<file path="config.mk">
export PLATFORM = sky130hd
export DESIGN_NAME = boot_loader_flat
export DESIGN_NICKNAME = d
export VERILOG_FILES = /design/src/rtl/boot_pkg.sv /design/src/rtl/boot_loader_if.sv /design/src/rtl/boot_word_asm.sv /design/src/rtl/boot_loader.sv /design/src/flat_wrapper.sv
export SDC_FILE = /design/constraint.sdc
export NUM_CORES = 1
export LEC_CHECK = 0
export CAP_MARGIN = 5
export CORE_ASPECT_RATIO = 1.2
export CORE_MARGIN = 2
export CORE_UTILIZATION = 40
export DETAILED_ROUTE_END_ITERATION = 7
export SLEW_MARGIN = 20
export SYNTH_ARGS = -nofsm -noshare
export SYNTH_HDL_FRONTEND = slang
export SYNTH_SLANG_ARGS = --single-unit
</file>
<file path="constraint.sdc">
create_clock -name clk -period 1.88 [get_ports clk]
set_input_delay 0.188 -clock clk [delete_from_list [all_inputs] [get_ports clk]]
set_output_delay 0.188 -clock clk [all_outputs]
set_load 0.02 [all_outputs]
</file>
<file path="src/rtl/boot_pkg.sv">
// Shared encodings for the boot loader: FSM states and byte/word geometry.
package boot_pkg;

  typedef enum logic [2:0] {
    IDLE  = 3'd0,
    HDR   = 3'd1,
    DATA  = 3'd2,
    WRITE = 3'd3,
    CHK   = 3'd4
  } state_t;

  localparam int BOOT_BYTES = 4;
  localparam int BYTE_W     = 8;
  localparam int WORD_W     = BOOT_BYTES * BYTE_W;

endpackage

</file>
<file path="src/rtl/boot_loader_if.sv">
// Byte-stream input and icache boot-port output bundle of the boot loader.
interface boot_loader_if #(
  parameter int ADDR_W = 8,
  parameter int DATA_W = 32
);
  logic              start;
  logic              in_valid;
  logic [7:0]        in_data;
  logic              in_ready;
  logic              boot_up;
  logic [ADDR_W-1:0] boot_addr;
  logic [DATA_W-1:0] boot_datai;
  logic              boot_web;
  logic              done;
  logic              err;

  modport master (
    output start, in_valid, in_data,
    input  in_ready, boot_up, boot_addr, boot_datai, boot_web, done, err
  );

  modport slave (
    input  start, in_valid, in_data,
    output in_ready, boot_up, boot_addr, boot_datai, boot_web, done, err
  );
endinterface

</file>
<file path="src/rtl/boot_word_asm.sv">
// Packs accepted bytes MSB-first into a word, keeps a running XOR; word_ready flags the 4th byte.
// Zero latency to word_nxt/word_ready; consumes a byte only when shift_en is high.
module boot_word_asm
  import boot_pkg::*;
(
  input  logic              clk,
  input  logic              rst_n,
  input  logic              clr,
  input  logic              shift_en,
  input  logic [BYTE_W-1:0] byte_in,
  output logic [WORD_W-1:0] word_nxt,
  output logic [BYTE_W-1:0] xor_acc,
  output logic              word_ready
);

  // Only the first three bytes need storage; the fourth is taken straight from byte_in.
  logic [WORD_W-BYTE_W-1:0] shreg;
  logic [1:0]               byte_cnt;

  always_ff @(posedge clk or negedge rst_n) begin
    if (!rst_n) begin
      shreg    <= '0;
      byte_cnt <= '0;
      xor_acc  <= '0;
    end else if (clr) begin
      shreg    <= '0;
      byte_cnt <= '0;
      xor_acc  <= '0;
    end else if (shift_en) begin
      shreg    <= {shreg[WORD_W-2*BYTE_W-1:0], byte_in};
      byte_cnt <= byte_cnt + 2'd1;
      xor_acc  <= xor_acc ^ byte_in;
    end
  end

  assign word_nxt   = {shreg, byte_in};
  assign word_ready = shift_en & (byte_cnt == 2'(BOOT_BYTES - 1));

endmodule

</file>
<file path="src/rtl/boot_loader.sv">
// Loads a header-counted byte stream into the icache boot port, one strobe per 4 bytes, then checks an XOR byte.
// Strobe one cycle after the 4th byte; stalls on in_valid low, in_ready drops in IDLE and WRITE.
module boot_loader
  import boot_pkg::*;
#(
  parameter int ADDR_W = 8,
  parameter int DATA_W = 32
) (
  input  logic         clk,
  input  logic         rst_n,
  boot_loader_if.slave bus
);

  state_t            state;
  logic [ADDR_W-1:0] word_cnt;
  logic [ADDR_W-1:0] last_addr;
  logic [ADDR_W-1:0] addr_q;
  logic [DATA_W-1:0] data_q;
  logic              in_ready_q;
  logic              boot_up_q;
  logic              web_q;
  logic              done_q;
  logic              err_q;

  logic              xfer;
  logic              asm_clr;
  logic              asm_shift;
  logic              word_ready;
  logic [WORD_W-1:0] asm_word;
  logic [BYTE_W-1:0] asm_xor;

  assign xfer      = bus.in_valid & in_ready_q;
  assign asm_clr   = (state == IDLE) & bus.start;
  assign asm_shift = (state == DATA) & xfer;

  boot_word_asm u_asm (
    .clk        (clk),
    .rst_n      (rst_n),
    .clr        (asm_clr),
    .shift_en   (asm_shift),
    .byte_in    (bus.in_data),
    .word_nxt   (asm_word),
    .xor_acc    (asm_xor),
    .word_ready (word_ready)
  );

  always_ff @(posedge clk or negedge rst_n) begin
    if (!rst_n) begin
      state      <= IDLE;
      word_cnt   <= '0;
      last_addr  <= '0;
      addr_q     <= '0;
      data_q     <= '0;
      in_ready_q <= 1'b0;
      boot_up_q  <= 1'b0;
      web_q      <= 1'b1;
      done_q     <= 1'b0;
      err_q      <= 1'b0;
    end else begin
      done_q <= 1'b0;
      case (state)
        IDLE: if (bus.start) begin
          state      <= HDR;
          boot_up_q  <= 1'b1;
          err_q      <= 1'b0;
          word_cnt   <= '0;
          in_ready_q <= 1'b1;
        end
        // A zero header wraps to the top address, giving a full 2^ADDR_W-word load.
        HDR: if (xfer) begin
          last_addr <= ADDR_W'(bus.in_data) - ADDR_W'(1);
          state     <= DATA;
        end
        DATA: if (word_ready) begin
          state      <= WRITE;
          in_ready_q <= 1'b0;
          web_q      <= 1'b0;
          addr_q     <= word_cnt;
          data_q     <= DATA_W'(asm_word);
        end
        WRITE: begin
          web_q      <= 1'b1;
          in_ready_q <= 1'b1;
          if (word_cnt == last_addr) begin
            state <= CHK;
          end else begin
            word_cnt <= word_cnt + ADDR_W'(1);
            state    <= DATA;
          end
        end
        CHK: if (xfer) begin
          err_q      <= (bus.in_data != asm_xor);
          state      <= IDLE;
          boot_up_q  <= 1'b0;
          done_q     <= 1'b1;
          in_ready_q <= 1'b0;
        end
        default: begin
          state      <= IDLE;
          in_ready_q <= 1'b0;
          boot_up_q  <= 1'b0;
          web_q      <= 1'b1;
        end
      endcase
    end
  end

  assign bus.in_ready   = in_ready_q;
  assign bus.boot_up    = boot_up_q;
  assign bus.boot_addr  = addr_q;
  assign bus.boot_datai = data_q;
  assign bus.boot_web   = web_q;
  assign bus.done       = done_q;
  assign bus.err        = err_q;

endmodule

</file>
<file path="src/flat_wrapper.sv">
// flat-port wrapper written by rule: the top's interface ports become plain ports
module boot_loader_flat import boot_pkg::*;
#(
  parameter int ADDR_W = 8,
  parameter int DATA_W = 32
)
  (clk, rst_n, bus_start, bus_in_valid, bus_in_data, bus_in_ready, bus_boot_up, bus_boot_addr, bus_boot_datai, bus_boot_web, bus_done, bus_err);
  boot_loader_if #(.ADDR_W(ADDR_W), .DATA_W(DATA_W)) bus_i ();
  input  logic clk;
  input  logic rst_n;
  input wire logic [$bits(bus_i.start)-1:0] bus_start;
  input wire logic [$bits(bus_i.in_valid)-1:0] bus_in_valid;
  input wire logic [$bits(bus_i.in_data)-1:0] bus_in_data;
  output wire logic [$bits(bus_i.in_ready)-1:0] bus_in_ready;
  output wire logic [$bits(bus_i.boot_up)-1:0] bus_boot_up;
  output wire logic [$bits(bus_i.boot_addr)-1:0] bus_boot_addr;
  output wire logic [$bits(bus_i.boot_datai)-1:0] bus_boot_datai;
  output wire logic [$bits(bus_i.boot_web)-1:0] bus_boot_web;
  output wire logic [$bits(bus_i.done)-1:0] bus_done;
  output wire logic [$bits(bus_i.err)-1:0] bus_err;
  assign bus_i.start = bus_start;
  assign bus_i.in_valid = bus_in_valid;
  assign bus_i.in_data = bus_in_data;
  assign bus_in_ready = bus_i.in_ready;
  assign bus_boot_up = bus_i.boot_up;
  assign bus_boot_addr = bus_i.boot_addr;
  assign bus_boot_datai = bus_i.boot_datai;
  assign bus_boot_web = bus_i.boot_web;
  assign bus_done = bus_i.done;
  assign bus_err = bus_i.err;
  boot_loader #(.ADDR_W(ADDR_W), .DATA_W(DATA_W)) u_core (.clk(clk), .rst_n(rst_n), .bus(bus_i));
endmodule
</file>
### After elaboration in Yosys (flattened, before gate mapping)

Index checks and enable logic that the tools add are counted.

| storage, ports and cells | value |
|---|---|
| flip-flop bits (word level) | 98 |
| input bits | 12 |
| output and inout bits | 45 |
| word-level logic and storage cells | 76 |

| operators by class | value |
|---|---|
| add/subtract/negate cells | 3 |
| eq/ne operators | 12 |
| muxes and demuxes | 26 |
| bitwise gates (word level) | 8 |
| reduce and logical (&&, ||, !) cells | 14 |

Operators with widths:

| operator | number |
|---|---|
| $mux W24 | 2 |
| $mux W8 | 4 |
| $pmux W8 S2 | 1 |
| $mux W3 | 5 |
| $pmux W3 S5 | 1 |
| $reduce_and A3 Y1 | 3 |
| $add A8 B1 Y8 const B | 1 |
| $eq A8 B8 Y1 | 1 |
| $ne A8 B8 Y1 | 1 |
| $reduce_and A4 Y1 | 2 |
| $sub A8 B1 Y8 const B | 1 |
| $xor A8 B8 Y8 | 1 |
| $mux W1 | 7 |
| $eq A3 B2 Y1 const B | 2 |
| $ne A2 B2 Y1 const B | 3 |
| $reduce_and A2 Y1 | 3 |
| $reduce_bool A2 Y1 | 3 |
| $reduce_or A3 Y1 | 2 |
| $pmux W1 S5 | 1 |
| $and A1 B1 Y1 | 4 |
| $mux W2 | 2 |
| $ne A2 B1 Y1 const B | 2 |
| $pmux W1 S2 | 2 |
| $eq A3 B1 Y1 const B | 1 |
| other kinds (6) | 8 |

### Logic depth before layout (Yosys ltp)

| depth | value |
|---|---|
| word-level depth | 5 |
| gate-level depth with buffers | 8 |
| depth with buffers taken out | 5 |

### Cells and area by module

From an unflattened synthesis, not the netlist that was laid out.

| second synthesis, totals | value |
|---|---|
| cell total of the unflattened synthesis | 376 |
| area, all modules | 4528.1 µm² |

Modules (own cells, without submodules):

| module | instances | cells an instance | area an instance (µm²) | sequential area each (µm²) |
|---|---|---|---|---|
| boot_loader | 1 | 247 | 2971.6 | 1602.8 |
| boot_word_asm | 1 | 129 | 1556.5 | 850.8 |

### Worst setup path after synthesis

No wires, ideal clock.

| timing | value |
|---|---|
| path kind | reg2reg |
| from | reg u_core.in_ready_q (netlist: u_core.bus.in_ready) |
| to | reg u_core.data_q[1] (netlist: u_core.bus.boot_datai[1]) |
| setup time | 0.125 ns |
| arrival | 1.693 ns |
| setup slack | 0.062 ns |
| cell stages (with the launch flop) | 7 |
| clock period less this slack | 1.818 ns |
| cells stage by stage | dfrtp_1 > nand2_2 > nor3_4 > and2_1 > buf_4 > buf_6 > mux2_2 |

| on the way | value |
|---|---|
| longest elaborated chain between the ends | 4 |

Ends and longest elaborated chain:

| what | RTL line | RTL |
|---|---|---|
| from (decl) | boot_loader.sv:19 | `logic in_ready_q;` |
| from (signal assigned) | boot_loader.sv:54 | `in_ready_q <= 1'b0;` |
| from (signal assigned) | boot_loader.sv:67 | `in_ready_q <= 1'b1;` |
| from (signal assigned) | boot_loader.sv:76 | `in_ready_q <= 1'b0;` |
| $and A1 B1 Y1 | boot_loader.sv:32 | `assign xfer = bus.in_valid & in_ready_q;` |
| $and A1 B1 Y1 | boot_loader.sv:34 | `assign asm_shift = (state == DATA) & xfer;` |
| $and A1 B1 Y1 | boot_word_asm.sv:37 | `assign word_ready = shift_en & (byte_cnt == 2'(BOOT_BYTES - 1));` |
| $reduce_and A2 Y1 (no line) | n/a |  |
| to (signal assigned) | boot_loader.sv:79 | `data_q <= DATA_W'(asm_word);` |
| to (decl) | boot_loader.sv:18 | `logic [DATA_W-1:0] data_q;` |

No other way between the ends.
A chain may end at the register's enable or synchronous reset.

### Worst setup path after layout

| timing | value |
|---|---|
| from | reg u_core.word_cnt[0] |
| to | reg u_core.word_cnt[6] |

| on the way | value |
|---|---|
| longest elaborated chain between the ends | 3 |
| elaborated cells between the ends (all ways) | 6 |

Ends and longest elaborated chain:

| what | RTL line | RTL |
|---|---|---|
| from (decl) | boot_loader.sv:15 | `logic [ADDR_W-1:0] word_cnt;` |
| from (signal assigned) | boot_loader.sv:87 | `word_cnt <= word_cnt + ADDR_W'(1);` |
| $add A8 B1 Y8 / $eq A8 B8 Y1 (equally long branches) | boot_loader.sv:87, boot_loader.sv:84 |  |
| $mux W8 / $ne A2 B2 Y1 (equally long branches) | n/a |  |
| $pmux W8 S2 / $reduce_and A3 Y1 (equally long branches) | n/a |  |

Several ways; a longest one is shown, not always the timed one. The select of a mux whose other input is x is not followed.

==> qor.yml <==
critical_path:
  ff2ff_setup_slack_ns: 0.14
  arrival_ns: 2.01
  endpoint_kind: "flop"
  rr_worst_depth: 5
  slowest_delay_ns: 0.47
  r2r-start: "u_core.word_cnt[0]"
  reg2reg_to: "u_core.word_cnt[6]"
  crit_fanout: 5
  cp.required_ns: 2.15
  slowest_stage: "or4_1"
  path_cells: "ha_1, nand3_1, or2_2, or4_1, nand3_1"
  crit_type: "flop to flop"
  worst_setup_path_start_kind: "flop"
  critPathMostFrequentCell: "nand3_1"
floorplanning:
  io_pins: 57
  die_h_um: 118
  dieArea_um2: 11800
  num_rows: 41
  coreArea_um2: 10600
  start_util_pct: 41.3
  dieWidth_um: 99.4
cells_and_area:
  regArea_um2: 2450
  utilization_pct: 52.2
  multi_input_area_um2: 1740
  fill_cells: 982
  synthToLayoutAreaGrowth_pct: 26.3
  num_antenna_cells: 0
  drive_above_1_share_pct: 19.4
  nets: 494
synth:
  ys_seq_elements: 98
  synth_top_cells_by_count: "dfrtp_1, nand2_1, mux2_2, nand3_1, o21ai_0"
  synth_top_area_share_pct: 55.6
  ys_warn_count: 0
  syn-cell-area_um2: 4360
  seq_area_frac_synth_pct: 56.2
  yosysUniqueCellTypes: 47
  async_reset_ff_share_pct: 100
  avgSynthCellArea_um2: 10.8
  syn_inst: 403
  ys.flop_type: "dfrtp_1"
  yosys.area.top_type: "dfrtp_1"
  yosys-top-cells-area: "dfrtp_1, mux2_2, nand2_1"
  synth_enable_flop_cells: 0
  syn_nets: 418
  yosysMostFrequentCell: "dfrtp_1"
power:
  p_leak_nw: 2.55
  seqPwrFrac_pct: 40.6
  p_sw_share_pct: 36.3
  finalPower_w: 0.00881
  power_density_nw_per_um2: 1600
  comb_power_share_pct: 39.7
  clkPwrFrac_pct: 19.7
  p_switching_w: 0.00320
  ir_worst_vdd_mv: 0.557
  internal_power_w: 0.00561
routing:
  via_count: 3200
  highest_layer: "met4"
  post-route-drc-count: 0
  first_pass_iters: 4
  routedWlPerCell_um: 15.1
  met1_length_um: 4390
  drt-initial-drc-count: 149
  met3_length_um: 308
  drtAntennaViolNets: 0
  vias_per_cell: 5.22
  drt-total-wl_um: 9280
  wl_met2_um: 4420
global_route:
  grt_usage_pct: 16.5
  grt_max_degree: 41
  antenna_found_initial: 0
  grt_first_pass_wirelength_um: 15500
  grt_pass1_vias: 3058
  grt_overflow: 0
clock_network:
  cts_tree: "built"
  cts_buffers: 9
  cts_root_buf: "clkbuf_16"
  path_clk_slew_ns: 0.07
  clock-sinks: 98
  htree_num_levels: 3
  clock_latency_ns: 0.34
  cts.path.max_buffers: 2
placement:
  pre_cts_slack_ns: -0.0232
  gp_congestion: 0.837
  portBuffers: 56
  dp_hpwl_um: 6490
timing:
  fin_hold_ws_ns: 0.291
  slew_violations: 0
  tightest_slew_ns: 0.514
  finalCriticalPeriod_ns: 1.74
  fmax_ghz: 0.574
  finalHoldViolCount: 0
  setup-violations-final: 0
  rsz0062_at_grt: "no"
  skew_ns: 0.00943
  slew_headroom_pct: 65.6
  timing.final.crit_share_pct: 92.6
  setup_slack_ns: 0.139
job:
  max-cap-violations: 0
status:
  status: "completed"
worst_hold_path:
  min_path_type: "input port to async pin"
[power groups by stage]
| stage | Sequential [W] | Clock, W | Combinational, W |
|---|---|---|---|
| after floorplan | 0.00392 | 0 | 0.00178 |
| after global placement | 0.00360 | 0 | 0.00345 |
| after detailed placement | 0.00362 | 0 | 0.00351 |
| after CTS | 0.00359 | 0.00179 | 0.00353 |
| after global routing | 0.00371 | 0.00187 | 0.00381 |
| final | 0.00358 | 0.00173 | 0.00350 |
[routing by layer]
metal	GRT usage, %	vias to the layer above
met3	3.19	15
li1	-	1552
met5	0	-
met1	22.6	1563
met2	26.1	70
met4	6.16	0
[state kept, by name, summed over array words and instances (netlist names), 2 cells and up]
name                   cells
u_core.bus.boot_datai     32
u_core.u_asm.shreg        24
u_core.bus.boot_addr       8
u_core.last_addr           8
u_core.u_asm.xor_acc       8
u_core.word_cnt            8
u_core.state               3
u_core.u_asm.byte_cnt      2
[kinds of logic (layout without fill, tap and decap cells)]
| kind of cell | after synthesis | in the layout | synth area share, % |
|---|---|---|---|
| AO/OA/AOI/OAI | 56 | 56 | 8.09 |
| XOR/XNOR | 17 | 17 | 3.41 |
| adder cells (fa/ha/maj) | 3 | 3 | 0.860 |
| buffers and inverters | 33 | 114 | 4.01 |
| flip-flops | 98 | 98 | 56.2 |
| multiplexers | 42 | 42 | 10.8 |
| AND/OR/NAND/NOR | 154 | 154 | 16.6 |
[cell type report]
cell class | count | share of cell area [%]
Multi-Input combinational cell | 272 | 31.5
Timing Repair Buffer | 89 | 15.3
Sequential cell | 98 | 44.5
Inverter | 9 | 0.613
Clock buffer | 11 | 4.40
Clock inverter | 5 | 0.704
Tap cell | 129 | 2.93
[per-stage QoR]
step	setup TNS, ns	instances	area (um2)
3_5_place_dp	-0.0232	596	5220
5_1_grt	0	613	5510
6_report	0	613	5510
4_1_cts	0	613	5510
3_3_place_gp	-0.0642	596	5220
2_1_floorplan	0	403	4360
[worst max path at each step]
| stage | start | end | slack (ns) | cells past startpoint |
|---|---|---|---|---|
| detailed placement | bus_in_data[6] | u_core.bus.err | -0.02 | 7 |
| finish | u_core.word_cnt[0] | u_core.word_cnt[6] | 0.14 | 5 |
| global route | u_core.word_cnt[0] | u_core.word_cnt[6] | 0.06 | 5 |
| global placement | bus_in_data[6] | u_core.bus.err | -0.06 | 7 |
| CTS | u_core.word_cnt[0] | u_core.word_cnt[6] | 0.14 | 5 |
| floorplan | u_core.bus.in_ready | u_core.bus.boot_datai[1] | 0.06 | 6 |
[placed cells by master, fill, tap and decap left out, types with 2 or more instances in the layout]
| master | n |
|---|---|
| a21oi_1 | 16 |
| o211ai_1 | 5 |
| nor2_1 | 15 |
| buf_12 | 3 |
| clkdlybuf4s50_1 | 55 |
| a21o_1 | 2 |
| dfrtp_1 | 97 |
| o21ai_0 | 17 |
| ha_1 | 3 |
| nand2b_1 | 2 |
| nand2_2 | 2 |
| a22oi_1 | 2 |
| mux2_1 | 2 |
| clkbuf_16 | 9 |
| xnor2_1 | 7 |
| xor2_1 | 10 |
| mux2i_1 | 2 |
| nand3_1 | 28 |
| clkinv_4 | 2 |
| nor2b_1 | 8 |
| nor4_1 | 3 |
| or4_1 | 7 |
| buf_4 | 30 |
| mux2_2 | 38 |
| nor3_1 | 5 |
| a22o_1 | 6 |
| nand2_1 | 73 |
| inv_1 | 8 |
[timing repair]
item | in CTS | in global routing
resized for setup | 0 | 0
hold buffers | 1 | 0
buffers inserted | 0 | 0
hold endpoints to repair | 21 | 0
[worst max-delay path: cells and delay by family, from the launching register on]
kind	cells	cell delay [ns]
flip-flops	1	0.45
adder cells (fa/ha/maj)	1	0.22
AND/OR/NAND/NOR	4	1.00
Note: power is estimated with default switching activity, not from simulation.
